**config.mk**
```make
export PLATFORM = sky130hd
export DESIGN_NAME = instr_decoder_flat
export DESIGN_NICKNAME = d
export VERILOG_FILES = /design/src/rtl/instr_decoder_if.sv /design/src/rtl/instr_decoder.sv /design/src/flat_wrapper.sv
export SDC_FILE = /design/constraint.sdc
export NUM_CORES = 1
export LEC_CHECK = 0
export CAP_MARGIN = 15
export CORE_MARGIN = 5
export CORE_UTILIZATION = 48
export DETAILED_ROUTE_END_ITERATION = 7
export GPL_ROUTABILITY_DRIVEN = 0
export PLACE_DENSITY = 0.9
export SYNTH_ARGS = -nofsm -noshare
export SYNTH_HDL_FRONTEND = slang
export SYNTH_SLANG_ARGS = --single-unit
```
**constraint.sdc**
```tcl
create_clock -name clk -period 1.8 [get_ports clk]
set_input_delay 0.27 -clock clk [delete_from_list [all_inputs] [get_ports clk]]
set_output_delay 0.27 -clock clk [all_outputs]
set_load 0.02 [all_outputs]
```
**src/rtl/instr_decoder_if.sv**
```systemverilog
// Fetch-to-decode bundle: instruction in, registered decode results out.
// The fetch side uses master; the decoder uses slave.
interface instr_decoder_if #(parameter int XLEN = 32);
  logic [XLEN-1:0] instr;
  logic            instr_valid;
  logic            out_valid;
  logic            ALUreg;
  logic            ALUimm;
  logic            Load;
  logic            Store;
  logic            Branch;
  logic            JAL;
  logic            JALR;
  logic            LUI;
  logic            AUIPC;
  logic            regWrite;
  logic            illegal;
  logic [4:0]      rd;
  logic [4:0]      rs1;
  logic [4:0]      rs2;
  logic [2:0]      funct3;
  logic [6:0]      funct7;
  logic [XLEN-1:0] imm;

  modport master (
    output instr, instr_valid,
    input  out_valid, ALUreg, ALUimm, Load, Store, Branch, JAL, JALR, LUI, AUIPC,
           regWrite, illegal, rd, rs1, rs2, funct3, funct7, imm
  );

  modport slave (
    input  instr, instr_valid,
    output out_valid, ALUreg, ALUimm, Load, Store, Branch, JAL, JALR, LUI, AUIPC,
           regWrite, illegal, rd, rs1, rs2, funct3, funct7, imm
  );
endinterface

```
**src/rtl/instr_decoder.sv**
```systemverilog
// Registered RV32I base-opcode decoder: one instruction per cycle, 1-cycle latency.
// Class flags drop on idle cycles; field and immediate registers hold.
module instr_decoder #(
  parameter int XLEN = 32
) (
  input logic           clk,
  input logic           rst_n,
  instr_decoder_if.slave dec
);

  localparam logic [6:0] OP_ALUREG = 7'b0110011;
  localparam logic [6:0] OP_ALUIMM = 7'b0010011;
  localparam logic [6:0] OP_LOAD   = 7'b0000011;
  localparam logic [6:0] OP_STORE  = 7'b0100011;
  localparam logic [6:0] OP_BRANCH = 7'b1100011;
  localparam logic [6:0] OP_JAL    = 7'b1101111;
  localparam logic [6:0] OP_JALR   = 7'b1100111;
  localparam logic [6:0] OP_LUI    = 7'b0110111;
  localparam logic [6:0] OP_AUIPC  = 7'b0010111;

  logic [XLEN-1:0] i;
  logic            alureg_d, aluimm_d, load_d, store_d, branch_d;
  logic            jal_d, jalr_d, lui_d, auipc_d, regwrite_d, illegal_d;
  logic [XLEN-1:0] imm_d;

  assign i = dec.instr;

  always_comb begin
    alureg_d  = 1'b0;
    aluimm_d  = 1'b0;
    load_d    = 1'b0;
    store_d   = 1'b0;
    branch_d  = 1'b0;
    jal_d     = 1'b0;
    jalr_d    = 1'b0;
    lui_d     = 1'b0;
    auipc_d   = 1'b0;
    illegal_d = 1'b0;
    imm_d     = '0;
    case (i[6:0])
      OP_ALUREG: alureg_d = 1'b1;
      OP_ALUIMM: begin
        aluimm_d = 1'b1;
        imm_d    = {{20{i[31]}}, i[31:20]};
      end
      OP_LOAD: begin
        load_d = 1'b1;
        imm_d  = {{20{i[31]}}, i[31:20]};
      end
      OP_JALR: begin
        jalr_d = 1'b1;
        imm_d  = {{20{i[31]}}, i[31:20]};
      end
      OP_STORE: begin
        store_d = 1'b1;
        imm_d   = {{20{i[31]}}, i[31:25], i[11:7]};
      end
      OP_BRANCH: begin
        branch_d = 1'b1;
        imm_d    = {{19{i[31]}}, i[31], i[7], i[30:25], i[11:8], 1'b0};
      end
      OP_LUI: begin
        lui_d = 1'b1;
        imm_d = {i[31:12], 12'b0};
      end
      OP_AUIPC: begin
        auipc_d = 1'b1;
        imm_d   = {i[31:12], 12'b0};
      end
      OP_JAL: begin
        jal_d = 1'b1;
        imm_d = {{11{i[31]}}, i[31], i[19:12], i[20], i[30:21], 1'b0};
      end
      default: illegal_d = 1'b1;
    endcase
    // Writes rd regardless of rd==x0; the register file discards x0 writes.
    regwrite_d = alureg_d | aluimm_d | load_d | jal_d | jalr_d | lui_d | auipc_d;
  end

  always_ff @(posedge clk or negedge rst_n) begin
    if (!rst_n) begin
      dec.out_valid <= 1'b0;
      dec.ALUreg    <= 1'b0;
      dec.ALUimm    <= 1'b0;
      dec.Load      <= 1'b0;
      dec.Store     <= 1'b0;
      dec.Branch    <= 1'b0;
      dec.JAL       <= 1'b0;
      dec.JALR      <= 1'b0;
      dec.LUI       <= 1'b0;
      dec.AUIPC     <= 1'b0;
      dec.regWrite  <= 1'b0;
      dec.illegal   <= 1'b0;
      dec.rd        <= '0;
      dec.rs1       <= '0;
      dec.rs2       <= '0;
      dec.funct3    <= '0;
      dec.funct7    <= '0;
      dec.imm       <= '0;
    end else begin
      dec.out_valid <= dec.instr_valid;
      dec.ALUreg    <= dec.instr_valid & alureg_d;
      dec.ALUimm    <= dec.instr_valid & aluimm_d;
      dec.Load      <= dec.instr_valid & load_d;
      dec.Store     <= dec.instr_valid & store_d;
      dec.Branch    <= dec.instr_valid & branch_d;
      dec.JAL       <= dec.instr_valid & jal_d;
      dec.JALR      <= dec.instr_valid & jalr_d;
      dec.LUI       <= dec.instr_valid & lui_d;
      dec.AUIPC     <= dec.instr_valid & auipc_d;
      dec.regWrite  <= dec.instr_valid & regwrite_d;
      dec.illegal   <= dec.instr_valid & illegal_d;
      if (dec.instr_valid) begin
        dec.rd     <= i[11:7];
        dec.rs1    <= i[19:15];
        dec.rs2    <= i[24:20];
        dec.funct3 <= i[14:12];
        dec.funct7 <= i[31:25];
        dec.imm    <= imm_d;
      end
    end
  end

endmodule

```
**src/flat_wrapper.sv**
```systemverilog
// flat-port wrapper written by rule: the top's interface ports become plain ports
module instr_decoder_flat 
#(
  parameter int XLEN = 32
)
  (clk, rst_n, dec_instr, dec_instr_valid, dec_out_valid, dec_ALUreg, dec_ALUimm, dec_Load, dec_Store, dec_Branch, dec_JAL, dec_JALR, dec_LUI, dec_AUIPC, dec_regWrite, dec_illegal, dec_rd, dec_rs1, dec_rs2, dec_funct3, dec_funct7, dec_imm);
  instr_decoder_if #(.XLEN(XLEN)) dec_i ();
  input logic clk;
  input logic rst_n;
  input wire logic [$bits(dec_i.instr)-1:0] dec_instr;
  input wire logic [$bits(dec_i.instr_valid)-1:0] dec_instr_valid;
  output wire logic [$bits(dec_i.out_valid)-1:0] dec_out_valid;
  output wire logic [$bits(dec_i.ALUreg)-1:0] dec_ALUreg;
  output wire logic [$bits(dec_i.ALUimm)-1:0] dec_ALUimm;
  output wire logic [$bits(dec_i.Load)-1:0] dec_Load;
  output wire logic [$bits(dec_i.Store)-1:0] dec_Store;
  output wire logic [$bits(dec_i.Branch)-1:0] dec_Branch;
  output wire logic [$bits(dec_i.JAL)-1:0] dec_JAL;
  output wire logic [$bits(dec_i.JALR)-1:0] dec_JALR;
  output wire logic [$bits(dec_i.LUI)-1:0] dec_LUI;
  output wire logic [$bits(dec_i.AUIPC)-1:0] dec_AUIPC;
  output wire logic [$bits(dec_i.regWrite)-1:0] dec_regWrite;
  output wire logic [$bits(dec_i.illegal)-1:0] dec_illegal;
  output wire logic [$bits(dec_i.rd)-1:0] dec_rd;
  output wire logic [$bits(dec_i.rs1)-1:0] dec_rs1;
  output wire logic [$bits(dec_i.rs2)-1:0] dec_rs2;
  output wire logic [$bits(dec_i.funct3)-1:0] dec_funct3;
  output wire logic [$bits(dec_i.funct7)-1:0] dec_funct7;
  output wire logic [$bits(dec_i.imm)-1:0] dec_imm;
  assign dec_i.instr = dec_instr;
  assign dec_i.instr_valid = dec_instr_valid;
  assign dec_out_valid = dec_i.out_valid;
  assign dec_ALUreg = dec_i.ALUreg;
  assign dec_ALUimm = dec_i.ALUimm;
  assign dec_Load = dec_i.Load;
  assign dec_Store = dec_i.Store;
  assign dec_Branch = dec_i.Branch;
  assign dec_JAL = dec_i.JAL;
  assign dec_JALR = dec_i.JALR;
  assign dec_LUI = dec_i.LUI;
  assign dec_AUIPC = dec_i.AUIPC;
  assign dec_regWrite = dec_i.regWrite;
  assign dec_illegal = dec_i.illegal;
  assign dec_rd = dec_i.rd;
  assign dec_rs1 = dec_i.rs1;
  assign dec_rs2 = dec_i.rs2;
  assign dec_funct3 = dec_i.funct3;
  assign dec_funct7 = dec_i.funct7;
  assign dec_imm = dec_i.imm;
  instr_decoder #(.XLEN(XLEN)) u_core (.clk(clk), .rst_n(rst_n), .dec(dec_i));
endmodule
```
==> impl_metrics.sql <==
INSERT INTO impl_metrics (metric_group, metric, value, unit) VALUES
('final_layout', 'syn_to_final_growth', '50.3', '%'),
('synthesis', 'syn-num-nets', '270', ''),
('min_path', 'hold_path.class', 'in2async', ''),
('clocking', 'cts_tree', 'done', ''),
('timing', 'final-setup-viol-count', '0', ''),
('place', 'buffers_added_on_ports', '103', ''),
('critical_path', 'startpoint_type', 'primary input', ''),
('outcome', 'run_status', 'finished clean', ''),
('die', 'dieWidth', '87.7', 'µm'),
('timing', 'clock.fmax', '0.605', 'GHz'),
('timing', 'slew_headroom', '65.7', '%'),
('clocking', 'clk_path_buf_depth', '2', ''),
('grt', 'via_count_of_the_first_global_routing_pass', '2470', ''),
('die', 'starting_utilization_of_the_core_area', '49.3', '%'),
('clocking', 'cts_resized', '0', ''),
('critical_path', 'crit_path_end_kind', 'register', ''),
('timing', 'clock_tree_skew_after_final_layout', '0', 'ps'),
('timing', 'finalMaxSlewViolations', '0', ''),
('clocking', 'htree_levels', '3', ''),
('clocking', 'cts.clk_slew.worst_paths', '80', 'ps'),
('clocking', 'root_buffer', 'clkbuf_8', ''),
('timing', 'worst_slew_pin_slew', '514', 'ps'),
('flow_run', 'max-cap-violations', '0', ''),
('grt', 'pin_count_of_the_biggest_net_entering_global_routing', '66', ''),
('die', 'io_pins', '104', ''),
('synthesis', 'ys_dominant_reg_cell', 'dfrtp_1', ''),
('drt', 'detail_route.iter0.violations', '87', ''),
('grt', 'groute.usage.overall', '20.9', '%'),
('grt', 'global_route_wire_length_before_repair', '12300', 'µm'),
('critical_path', 'worst_ep_arrival_time', '1930', 'ps'),
('drt', 'drt.antenna.violating_nets', '0', ''),
('critical_path', 'worst_ep_required_time', '2070', 'ps'),
('final_layout', 'nets', '394', ''),
('critical_path', 'worst_setup_path_class', 'in2reg', ''),
('drt', 'routed-via-count', '2336', ''),
('place', 'placed_cells_incl_taps', '422', ''),
('synthesis', 'syn_avg_cell_area', '12.3', 'µm²'),
('clocking', 'tritoncts.num_buffers', '9', ''),
('die', 'die_y', '87.7', 'µm'),
('critical_path', 'worst-path-max-fanout', '6', ''),
('synthesis', 'syn_inst', '235', ''),
('drt', 'average_routed_wire_per_standard_cell', '17.2', 'µm'),
('grt', 'number_of_antenna_violations_at_the_first_check_in_global_routing', '0', ''),
('grt', 'grt_remaining_overflow', '0', ''),
('synthesis', 'ys_seq_area_share', '59.6', '%'),
('final_layout', 'number_of_cells_in_the_finished_layout_apart_from_fillers', '439', ''),
('drt', 'detail_route.first_pass.iterations', '4', ''),
('final_layout', 'leading_cell_type_in_the_layout_fill_and_taps_excluded', 'clkdlybuf4s50_1', ''),
('timing', 'final.min_clock_period', '1650', 'ps'),
('pwr', 'total_power', '3.85', 'mW'),
('synthesis', 'synth_edf_count', '0', ''),
('timing', 'hold_viol_final', '0', ''),
('final_layout', 'antenna_cells_inserted', '0', ''),
('pwr', 'p_per_area', '883', 'nW/µm²'),
('place', 'dp.final_hpwl', '5370', 'µm'),
('clocking', 'cts.sinks', '69', ''),
('synthesis', 'async_flop_share', '100', '%'),
('timing', 'final.period_utilization', '91.9', '%'),
('drt', 'remaining_drc_errors', '0', ''),
('clocking', 'insertion_delay', '330', 'ps'),
('die', 'rows', '28', ''),
('timing', 'setup-tns-final', '0', 'ps'),
('drt', 'totalWireLength', '7540', 'µm'),
('synthesis', 'synth_unique_cells', '38', ''),
('pwr', 'worst_ir_drop_vdd', '0.554', 'mV'),
('synthesis', 'synth_seq_cells', '69', ''),
('synthesis', 'synthesis.area', '2900', 'µm²'),
('die', 'design.core.area', '5890', 'µm²'),
('die', 'die_area', '7690', 'µm²'),
('synthesis', 'synthesis.yosys.warnings', '0', ''),
('pwr', 'p_leak', '1.84', 'nW'),
('final_layout', 'mostFrequentLayoutCells', 'clkdlybuf4s50_1 (101), dfrtp_1 (69), nor2_1 (33)', ''),
('final_layout', 'layout-drive-gt1-share', '23.1', '%'),
('drt', 'vias_per_cell', '5.32', ''),
('timing', 'grt_setup_unrepaired', 'false', '');
-- state kept, by name, indices dropped and copies added, names as in the netlist --
name                  flops
u_core.dec.JALR           1
u_core.dec.rs1            5
u_core.dec.Load           1
u_core.dec.out_valid      1
u_core.dec.Store          1
u_core.dec.LUI            1
u_core.dec.funct7         7
u_core.dec.rd             5
u_core.dec.ALUreg         1
u_core.dec.AUIPC          1
u_core.dec.funct3         3
u_core.dec.Branch         1
u_core.dec.regWrite       1
u_core.dec.rs2            5
u_core.dec.imm           32
u_core.dec.ALUimm         1
u_core.dec.JAL            1
u_core.dec.illegal        1
-- kinds of logic after synthesis --
group | after synthesis | synth area share (%)
compound gates | 52 | 13.1
buf+inv | 20 | 3.97
flops | 69 | 59.6
mux | 27 | 10.6
simple gates | 67 | 12.8
-- final timing paths --
| check | start | endpoint | slack, ps | depth (start not counted) |
|---|---|---|---|---|
| hold / removal | rst_n | u_core.dec.imm[0] | 290 | 2 |
| setup reg to reg | u_core.dec.imm[5] | u_core.dec.imm[5] | 1030 | 1 |
| setup / recovery | dec_instr[5] | u_core.dec.imm[5] | 150 | 5 |
| max in group asynchronous | rst_n | u_core.dec.imm[23] | 940 | 3 |
| hold reg to reg | u_core.dec.imm[0] | u_core.dec.imm[0] | 500 | 1 |
| min in group clk | dec_instr_valid | u_core.dec.out_valid | 330 | 2 |
-- where the power goes --
part / switching (mW) / total [mW] / internal, mW
combinational: 0.363 / 0.727 / 0.364
clock: 0.561 / 1.41 / 0.852
sequential: 0.0548 / 1.71 / 1.65
-- Yosys cell counts, drive strengths merged, types with 2 or more instances --
cell type	n	area, µm²
and2	2	12.5
a22o	6	60.1
a21oi	22	114
clkbuf	4	15.0
a31oi	2	18.8
nand2	14	60.1
inv	5	18.8
nor3	5	36.3
buf	11	81.3
o21ai	9	48.8
o2bb2ai	3	26.3
nor2	34	130
a211oi	3	22.5
nor4	4	40.0
a221oi	4	35.0
nand2b	2	12.5
dfrtp	69	1730
mux2	26	297
-- repair_timing --
| item | 4_1_cts | 5_1_grt |
|---|---|---|
| hold buffers | 1 | 0 |
| endpoints found under the hold margin | 4 | 0 |
| setup buffers | 0 | 0 |
-- final cells by class --
class / count / area (µm²)
flip-flops and latches: 69 / 1730
multi-input cells: 146 / 1060
fillers: 405 / 1530
repair buffers: 128 / 1240
well taps: 75 / 93.8
clock buffers: 12 / 155
clock inverters: 4 / 70.1
inverters: 5 / 18.8
-- worst max-delay path, cell delays in order --
cell and delay, ps:
clkdlybuf4s50_1 640, mux2_4 370, o22ai_4 160, and2_1 310, a22o_2 180
-- metal layers --
layer,routed length [µm],GRT usage (%)
met1,3160,27.3
met2,3690,33.4
met3,597,6.11
met4,94,7.39
met5,0,0
-- metrics by stage --
step,util [%],setup slack [ps],hold slack (ps),instance area [µm²]
finish,74.0,146,293,4360
detailed placement,70.0,-177,105,4120
CTS,74.0,168,287,4360
global route,74.0,53.5,285,4360
floorplan,-,491,-25.6,2900
global placement,70.0,-105,97.1,4120
No activity file was read; power rests on OpenSTA's default activity.
